==> config.mk <==
export PLATFORM = sky130hd
export DESIGN_NAME = fetch_decode_queue
export DESIGN_NICKNAME = d
export VERILOG_FILES = /design/src/rtl/fetch_decode_queue.sv
export SDC_FILE = /design/constraint.sdc
export NUM_CORES = 1
export LEC_CHECK = 0
export ABC_AREA = 0
export BUFFER_PORTS_ARGS = -buffer_cell sky130_fd_sc_hd__buf_2
export CAP_MARGIN = 5
export CORE_MARGIN = 3
export CORE_UTILIZATION = 57
export CTS_BUF_LIST = sky130_fd_sc_hd__clkbuf_8 sky130_fd_sc_hd__clkbuf_16
export CTS_CLUSTER_DIAMETER = 80
export DETAILED_ROUTE_END_ITERATION = 8
export PLACE_DENSITY = 0.79
export SLEW_MARGIN = 20
export SYNTH_ARGS = -nofsm -noshare
export SYNTH_HDL_FRONTEND = slang
export SYNTH_SLANG_ARGS = --single-unit
==> constraint.sdc <==
create_clock -name i_clk -period 3.95 [get_ports i_clk]
set_input_delay 0.395 -clock i_clk [delete_from_list [all_inputs] [get_ports i_clk]]
set_output_delay 0.395 -clock i_clk [all_outputs]
set_load 0.005 [all_outputs]
==> src/rtl/fetch_decode_queue.sv <==
// Decoupling instruction queue between Fetch and Decode: DEPTH-entry in-order
// FIFO with Decode ready/valid handshake, Fetch backpressure and one-cycle flush.
package fetch_decode_queue_pkg;
  typedef struct packed {
    logic [31:0] instr;
    logic [31:0] pc;
    logic        prd_taken;
    logic        valid;
  } fetch_t;
endpackage

module fetch_decode_queue
  import fetch_decode_queue_pkg::*;
#(
  parameter  int unsigned DEPTH = 4,
  localparam int unsigned CW    = $clog2(DEPTH + 1)
) (
  input  logic          i_clk,
  input  logic          i_rstn,
  input  fetch_t        i_fetch_pkg,
  input  logic          i_flush,
  output logic          o_fetch_buff_en,
  output fetch_t        o_dec_pkg,
  output logic          o_dec_valid,
  input  logic          i_dec_ready,
  output logic [CW-1:0] o_count
);

  localparam int unsigned PW = $clog2(DEPTH);

  fetch_t        mem [DEPTH];
  logic [PW-1:0] wr_ptr;
  logic [PW-1:0] rd_ptr;
  logic [CW-1:0] count;
  logic          full;
  logic          push;
  logic          pop;

  assign full            = (count == CW'(DEPTH));
  // Flush must force the enable so a full queue never swallows the PC redirect.
  assign o_fetch_buff_en = !full || i_flush;
  assign o_dec_valid     = (count != '0);
  assign push            = o_fetch_buff_en && i_fetch_pkg.valid && !i_flush;
  assign pop             = o_dec_valid && i_dec_ready && !i_flush;
  assign o_count         = count;

  always_comb begin
    o_dec_pkg = '0;
    if (o_dec_valid) begin
      o_dec_pkg       = mem[rd_ptr];
      o_dec_pkg.valid = 1'b1;
    end
  end

  // Storage is left unreset; only entries between the pointers are ever read.
  always_ff @(posedge i_clk) begin
    if (push) begin
      mem[wr_ptr] <= i_fetch_pkg;
    end
  end

  always_ff @(posedge i_clk or negedge i_rstn) begin
    if (!i_rstn) begin
      wr_ptr <= '0;
      rd_ptr <= '0;
      count  <= '0;
    end else if (i_flush) begin
      wr_ptr <= '0;
      rd_ptr <= '0;
      count  <= '0;
    end else begin
      if (push) begin
        wr_ptr <= wr_ptr + PW'(1);
      end
      if (pop) begin
        rd_ptr <= rd_ptr + PW'(1);
      end
      if (push && !pop) begin
        count <= count + CW'(1);
      end else if (pop && !push) begin
        count <= count - CW'(1);
      end
    end
  end

endmodule

Yosys cells after proc, flatten, opt, wreduce, memory -nomap -nowiden:

Memory sizes are Yosys's and may differ from the RTL's.
Index checks and enable logic that the tools add are counted.

* RAM bits: 264
* memories: 1
* logic and storage cells: 34
* input bits: 70
* bits in registers: 7
* output and inout port bits: 71

Memories
* mem: depth 4, width 66, read ports 1, clocked after memory_dff 0, wr ports 1, line 31 `fetch_t mem [DEPTH];`

* equal/unequal tests: 1
* multiplexer cells: 10
* reduce and logical (&&, ||, !) cells: 15
* add/sub/neg operators: 4

Operators with widths (number)
* 66-bit 2-to-1 mux: 1
* 3-bit 2-to-1 mux: 3
* 2-bit 2-to-1 mux: 4
* 1-bit logical AND: 6
* 3-bit nonzero test: 2
* 2-bit by 1-bit adder with 2-bit output (second input constant): 2
* 1-bit zero test: 4
* 2-bit nonzero test: 2
* 3-bit by 1-bit adder with 3-bit output (second input constant): 1
* 3-bit == test (second input constant): 1
* 3-bit by 1-bit subtractor with 3-bit output (second input constant): 1
* 1-bit 2-to-1 mux: 2
* 1-bit logical OR: 1

Longest topological paths before layout:

Gate-level depths: netlist of the first run.

* depth after elaboration: 10
* mapped depth: 8
* gate-level depth less buffers: 7

Worst setup path before layout of the first run:

OpenSTA, ideal clock, no wires.

* kind: input to register
* start point: input port i_fetch_pkg[0] (netlist name)
* end point: memory mem[0][10] (netlist name), enable pin
* buffers on the path: 1
* data required time: 3520 ps
* setup time: 430 ps
* stages on the path: 4
* arrival time: 2549 ps
* path slack: 971 ps
* path through: clkbuf_1 inv_1 nor3_1 and2_1

* word-level cells in the longest chain between the ends: 4

Ends and longest elaborated chain
* start: declaration: line 20 `input fetch_t i_fetch_pkg,`
* 1-bit logical AND (2 in a row): line 43 `assign push = o_fetch_buff_en && i_fetch_pkg.valid && !i_flush;`
* 1-bit 2-to-1 mux: line 57 `if (push) begin`
* 1-bit 2-to-1 mux (implied by the code): line 58 `mem[wr_ptr] <= i_fetch_pkg;`
* end: declaration: line 31

No other way between the ends.

==> flow_metrics.py, run 1 <==
metrics = {
    "run_status": {
        "outcome": "complete, no violations",
    },
    "grt": {
        "grt_pass1_vias": 5446,
        "grt_max_degree": 68,
        "grt_use_total_pct": 18.8,
        "antenna_found_initial": 4,
        "overflow": 0,
        "grt_pass1_wl_microns": 29100,
    },
    "drt": {
        "wl_per_cell_microns": 21.3,
        "drcViolationCount": 0,
        "drtIter0Drc": 318,
        "vias": 4910,
        "wl_met3_microns": 1430,
        "top_layer": "met5",
        "drt.antenna.violating_nets": 0,
        "finalWirelength_microns": 18400,
        "first_pass_iters": 4,
        "via_per_inst": 5.70,
        "wl_met2_microns": 9200,
        "met1_length_microns": 7350,
    },
    "worst_setup_path": {
        "r2r_start": "o_count[2]$_DFFE_PN0P_",
        "critPathArrivalTime_ps": 2590,
        "worst-path-max-fanout": 39,
        "r2r_slack_ps": 1530,
        "crit_type": "flop to primary output",
        "critical_path.endpoint_type": "primary output",
        "cp.required_ps": 3560,
        "startpoint_type": "flop",
        "r2r_cells": 3,
        "r2r-end": "mem[1][12]$_DFFE_PP_",
    },
    "synthesis": {
        "synth_cells": 477,
        "ys_types": 34,
        "syn_nets": 552,
        "synth_top_family_by_area": "multiplexers",
        "syn_area_sq_um": 10400,
        "yosys.area_share.adder_pct": 0.673,
        "ys_seq_elements": 267,
        "synth_xor_area_share_pct": 0.168,
        "synth_compound_area_share_pct": 0.925,
        "synth_seq_area_share_pct": 76.7,
        "muxShareOfSynthArea_pct": 14.4,
        "ys_warn_count": 0,
        "avgSynthCellArea_sq_um": 21.8,
        "yosys.area_share.simple_pct": 5.03,
    },
    "pwr": {
        "vdd_drop_max_mv": 1.12,
        "total_leakage_power_nw": 4.17,
        "powerDensity_nw_per_um2": 620,
    },
    "job": {
        "maxCapViolCount": 0,
    },
    "cells_and_area": {
        "diodes": 0,
        "drive_gt1_share_pct": 39.5,
        "layout.nets": 694,
        "area_growth_pct": 15.6,
    },
    "die": {
        "io-pin-count": 141,
        "die_height_microns": 141,
        "start_util_pct": 59.2,
        "die_area_sq_um": 19900,
        "rows": 48,
        "die_w_microns": 141,
        "core_area_sq_um": 17600,
    },
    "timing": {
        "hold_violations": 0,
        "finClkSkew_ps": 7.07,
        "fmax_ghz": 0.335,
        "worstMarginPinSlew_ps": 1010,
        "finalSetupViolCount": 0,
        "period_needed_ps": 2990,
        "finalMaxSlewViolations": 0,
        "rsz0062_at_grt": "false",
        "tns_ps": 0,
        "fin_ws_ps": 961,
        "post-route-period-util_pct": 75.7,
        "slew_headroom_pct": 32.9,
    },
    "clock_network": {
        "cts-root-buf": "clkbuf_16",
        "cts_tree": "done",
        "post_cts_resized": 0,
        "max-clock-path-buffers": 3,
        "clock_latency_ps": 510,
        "clk_pin_slew_ps": 60,
        "cts_sinks": 267,
        "ctsHtreeMaxLevel": 1,
        "cts_buffers": 27,
    },
    "placed_design": {
        "gp_congestion": 0.728,
        "io_buffers": 140,
        "dpl_worst_slack_ps": 1420,
        "hpwlAfterDp_microns": 10400,
    },
    "hold_path": {
        "hp-class": "input pin to flop",
        "whs_path_depth": 1,
        "min_to": "mem[1][23]$_DFFE_PP_",
        "min-delay-start": "i_fetch_pkg[23]",
    },
}
area by class of cell:
type / count / area, sq um
clock buffers: 28 / 689
clock inverters: 18 / 98.8
fillers: 1135 / 5560
inverters: 6 / 22.5
multi-input cells: 175 / 2220
flip-flops and latches: 267 / 7990
well taps: 225 / 282
repair buffers: 142 / 731
cells in the mapped netlist, drive strengths merged:
library cell,n,area share [%]
edfxtp,260,75
and2,70,4.2
mux4,65,14
buf,17,1.5
clkbuf,12,0.44
nor2,9,0.32
dfrtp,7,1.7
inv,6,0.22
ha,4,0.48
o21ai,3,0.14
a21oi,2,0.096
mux2,2,0.22
nand3,2,0.096
xor2,2,0.17
a211oi,1,0.072
a21o,1,0.072
a221oi,1,0.14
a311oi,1,0.084
a31o,1,0.084
and3b,1,0.084
fa,1,0.19
mux2i,1,0.096
nand2b,1,0.060
nor3,1,0.048
nor3b,1,0.072
o21a,1,0.072
o311ai,1,0.084
o31ai,1,0.072
or3,1,0.060
or3b,1,0.084
placed cells by master (no fill, tap or decap), types with 3 or more instances in the layout:
cell type	n
nor2_1	9
dfrtp_1	5
and2_4	4
clkinv_1	5
mux4_2	65
o21ai_0	3
buf_2	140
clkbuf_16	27
inv_1	14
and2_1	66
ha_1	4
clkinv_2	4
edfxtp_1	260
worst max-delay path: stages, from the launching register on:
cell and delay (ps):
dfrtp_4 800, buf_12 390, mux4_2 540, and2_1 190, buf_2 130
how the worst max path moves through the flow:
stage,start,cells after the start,endpoint
6_report,rd_ptr[0]$_DFFE_PN0P_,4,o_dec_pkg[27]
5_1_grt,rd_ptr[0]$_DFFE_PN0P_,4,o_dec_pkg[33]
4_1_cts,rd_ptr[0]$_DFFE_PN0P_,4,o_dec_pkg[33]
3_5_place_dp,rd_ptr[0]$_DFFE_PN0P_,4,o_dec_pkg[44]
3_3_place_gp,rd_ptr[0]$_DFFE_PN0P_,4,o_dec_pkg[65]
2_1_floorplan,i_fetch_pkg[0],4,mem[0][10]$_DFFE_PP_
logic make-up (layout without fill, tap and decap cells):
logic type	count (synthesis)	after routing
AOI/OAI and AO/OA	13	13
xor gates and xnor gates	2	2
adders and majority gates	5	5
buffers and inverters	35	194
DFF	267	267
muxes	68	68
and+or+nand+nor	87	87
timing repair:
action	4_1_cts	5_1_grt
hold buffers	1	0
hold endpoints to repair	7	0
buffers inserted	0	0
through the flow:
step | total power (W) | std cells | instance area (sq um) | utilization (%) | hold WS (ps)
global route | 0.00783 | 861 | 12000 | 68.4 | 80.1
finish | 0.00746 | 861 | 12000 | 68.4 | 101
global placement | 0.00527 | 814 | 11200 | 63.8 | 241
CTS | 0.00755 | 861 | 12000 | 68.4 | 79.5
detailed placement | 0.00531 | 814 | 11200 | 63.8 | 242
floorplan | 0.00467 | 477 | 10400 | - | 99.4
registers in the layout, indices dropped and copies added, names as in the netlist:
register,count
wr_ptr,2
o_count,3
rd_ptr,2
mem,260
metal layers:
layer  vias to the layer above  global-route usage [%]
met5                         -                       0
met4                         8                    3.93
met3                        34                    5.87
met2                       154                    31.4
met1                      2512                    24.8
li1                       2202                       -
power by group:
part           internal (W)  leakage, nW  switching [W]
registers           0.00327         2.45       0.000178
logic              0.000952         1.30       0.000810
clock network       0.00131        0.420       0.000934
total               0.00553         4.17        0.00192
No activity file was read; power rests on OpenSTA's default activity.
==> run 2, diff against run 1 <==
--- a/config.mk
+++ b/config.mk
@@ -9,11 +9,11 @@
 export BUFFER_PORTS_ARGS = -buffer_cell sky130_fd_sc_hd__buf_2
 export CAP_MARGIN = 5
 export CORE_MARGIN = 3
-export CORE_UTILIZATION = 57
+export CORE_UTILIZATION = 52
 export CTS_BUF_LIST = sky130_fd_sc_hd__clkbuf_8 sky130_fd_sc_hd__clkbuf_16
 export CTS_CLUSTER_DIAMETER = 80
 export DETAILED_ROUTE_END_ITERATION = 8
-export PLACE_DENSITY = 0.79
+export PLACE_DENSITY = 0.76
 export SLEW_MARGIN = 20
 export SYNTH_ARGS = -nofsm -noshare
 export SYNTH_HDL_FRONTEND = slang
==> constraint.sdc (replaced) <==
create_clock -name i_clk -period 2.7 [get_ports i_clk]
set_input_delay 0.27 -clock i_clk [delete_from_list [all_inputs] [get_ports i_clk]]
set_output_delay 0.27 -clock i_clk [all_outputs]
set_load 0.005 [all_outputs]
==> run 2 against run 1 <==
Critical path depth stayed put. Setup slack worse by 720 ps. Die area rose by 9.2%. Critical path type unchanged.
==> flow_metrics.py, run 2 (synthesis gave the netlist of run 1 again) <==
metrics = {
    "worst_setup_path": {
        "cp.required_ps": 2430,
        "slowest_delay_ps": 730,
        "path_cells": "buf_4, mux4_2, and2_1, buf_2",
        "r2r-end": "o_count[2]$_DFFE_PN0P_",
        "crit_type": "flop to primary output",
        "r2r_start": "o_count[0]$_DFFE_PN0P_",
        "slowest_stage": "dfrtp_4",
        "startpoint_type": "flop",
        "worst-path-max-fanout": 27,
        "r2r_cells": 7,
        "critPathArrivalTime_ps": 2190,
        "critical_path.endpoint_type": "primary output",
        "r2r_slack_ps": 270,
    },
    "drt": {
        "drt.antenna.violating_nets": 0,
        "drcViolationCount": 0,
        "drtIter0Drc": 277,
        "wl_per_cell_microns": 19.9,
        "first_pass_iters": 4,
        "finalWirelength_microns": 19800,
        "via_per_inst": 5.37,
        "vias": 5320,
    },
    "die": {
        "start_util_pct": 53.2,
        "io-pin-count": 141,
        "rows": 51,
        "core_area_sq_um": 19600,
        "die_area_sq_um": 21800,
        "die_w_microns": 148,
        "die_height_microns": 148,
    },
    "hold_path": {
        "min-delay-start": "i_flush",
        "hp-class": "input pin to flop",
        "whs_path_depth": 2,
        "min_to": "rd_ptr[1]$_DFFE_PN0P_",
    },
    "timing": {
        "rsz0062_at_grt": "false",
        "finalSetupViolCount": 0,
        "finClkSkew_ps": 11.1,
        "finalMaxSlewViolations": 0,
        "fin_ws_ps": 241,
        "period_needed_ps": 2460,
        "fin_hold_ws_ps": 59.4,
        "slew_headroom_pct": 63.5,
        "worstMarginPinSlew_ps": 543,
        "post-route-period-util_pct": 91.1,
        "fmax_ghz": 0.407,
        "hold_violations": 0,
        "tns_ps": 0,
    },
    "pwr": {
        "seqPwrFrac_pct": 44.4,
        "comb_power_share_pct": 26.2,
        "p_switching_w": 0.00293,
        "switching_share_pct": 26.4,
        "powerDensity_nw_per_um2": 855,
        "total_leakage_power_nw": 4.57,
        "vdd_drop_max_mv": 0.533,
        "clkPwrFrac_pct": 29.4,
        "cell_internal_pwr_w": 0.00816,
        "fin_total_pwr_w": 0.0111,
    },
    "grt": {
        "grt_pass1_vias": 5789,
        "grt_use_total_pct": 18.5,
        "overflow": 0,
        "grt_max_degree": 40,
        "grt_pass1_wl_microns": 31600,
        "antenna_found_initial": 1,
    },
    "placed_design": {
        "hpwlAfterDp_microns": 12100,
        "dpl_worst_slack_ps": 290,
        "gp_congestion": 0.814,
        "io_buffers": 140,
    },
    "clock_network": {
        "cts_buffers": 27,
        "cts-root-buf": "clkbuf_16",
        "clk_pin_slew_ps": 60,
        "max-clock-path-buffers": 3,
        "ctsHtreeMaxLevel": 1,
        "cts_tree": "done",
        "cts_sinks": 267,
        "clock_latency_ps": 520,
    },
    "cells_and_area": {
        "largest_reg_flops": 260,
        "fillCellCount": 1332,
        "drive_gt1_share_pct": 37.7,
        "regMostFlops": "mem",
        "layout_common_cells": "edfxtp_1, buf_2, and2_1, dlygate4sd3_1, mux4_2",
        "layout.nets": 779,
        "area_growth_pct": 24.6,
        "layout_commonest_cell": "edfxtp_1",
    },
    "job": {
        "maxCapViolCount": 0,
    },
    "run_status": {
        "outcome": "complete, no violations",
    },
}
run 2: cell types whose count changed in the layout (fill, tap and decap cells not counted), sizes merged:
| cell | change |
|---|---|
| dlygate4sd3 | +65 |
| buf | +20 |
| inv | +3 |
| clkinvlp | +2 |
| bufinv | -1 |
| clkbuf | -1 |
| clkinv | +1 |
| diode | +1 |
run 2: layer usage:
metal / wire length [microns] / global-route usage (%)
met1: 8210 / 24.9
met4: 363 / 4.80
met3: 1280 / 3.74
met5: 0 / 0
met2: 9920 / 31.7
run 2: worst max path at each step:
stage,from,to,slack (ps),cells past startpoint
after global routing,o_count[2]$_DFFE_PN0P_,o_count[2]$_DFFE_PN0P_,70,7
final,rd_ptr[1]$_DFFE_PN0P_,o_dec_pkg[47],240,4
after detailed placement,o_count[0]$_DFFE_PN0P_,o_count[2]$_DFFE_PN0P_,290,7
after floorplan,o_count[2]$_DFFE_PN0P_,mem[0][10]$_DFFE_PP_,450,4
after global placement,o_count[0]$_DFFE_PN0P_,o_count[2]$_DFFE_PN0P_,440,7
after CTS,rd_ptr[0]$_DFFE_PN0P_,o_dec_pkg[18],20,4
run 2: per-stage QoR:
step	std cells	cell area (sq um)	utilization [%]
floorplan	477	10400	-
global placement	871	11500	58.7
detailed placement	871	11500	58.7
CTS	987	12900	66.1
global route	991	13000	66.2
finish	991	13000	66.2
run 2: power by group through the flow:
| stage | sequential, W | clock (W) | combinational, W |
|---|---|---|---|
| 2_1_floorplan | 0.00491 | 0 | 0.00191 |
| 3_3_place_gp | 0.00503 | 0 | 0.00278 |
| 3_5_place_dp | 0.00506 | 0 | 0.00282 |
| 4_1_cts | 0.00497 | 0.00333 | 0.00291 |
| 5_1_grt | 0.00495 | 0.00350 | 0.00319 |
| 6_report | 0.00493 | 0.00326 | 0.00291 |
run 2: cell type report:
class	count	area (sq um)	share of cell area, %
Clock buffer	27	676	5.21
Tap cell	265	332	2.56
Inverter	6	22.5	0.174
Sequential cell	267	7990	61.6
Timing Repair Buffer	227	1630	12.6
Multi-Input combinational cell	175	2220	17.1
Clock inverter	23	105	0.810
Antenna cell	1	2.50	0.0193
run 2: what timing repair did:
| action | 4_1_cts | 5_1_grt |
|---|---|---|
| resized for setup | 0 | 0 |
| endpoints found under the hold margin | 267 | 0 |
| endpoints found under the setup margin | 0 | 9 |
| setup buffers | 0 | 3 |
| hold buffers | 66 | 0 |
run 2: critical path: cells and delay by family, from the launching register on:
| family | cells | cell delay [ps] |
|---|---|---|
| flip-flops | 1 | 730 |
| buffers and inverters | 2 | 430 |
| multiplexers | 1 | 330 |
| AND/OR/NAND/NOR | 1 | 180 |
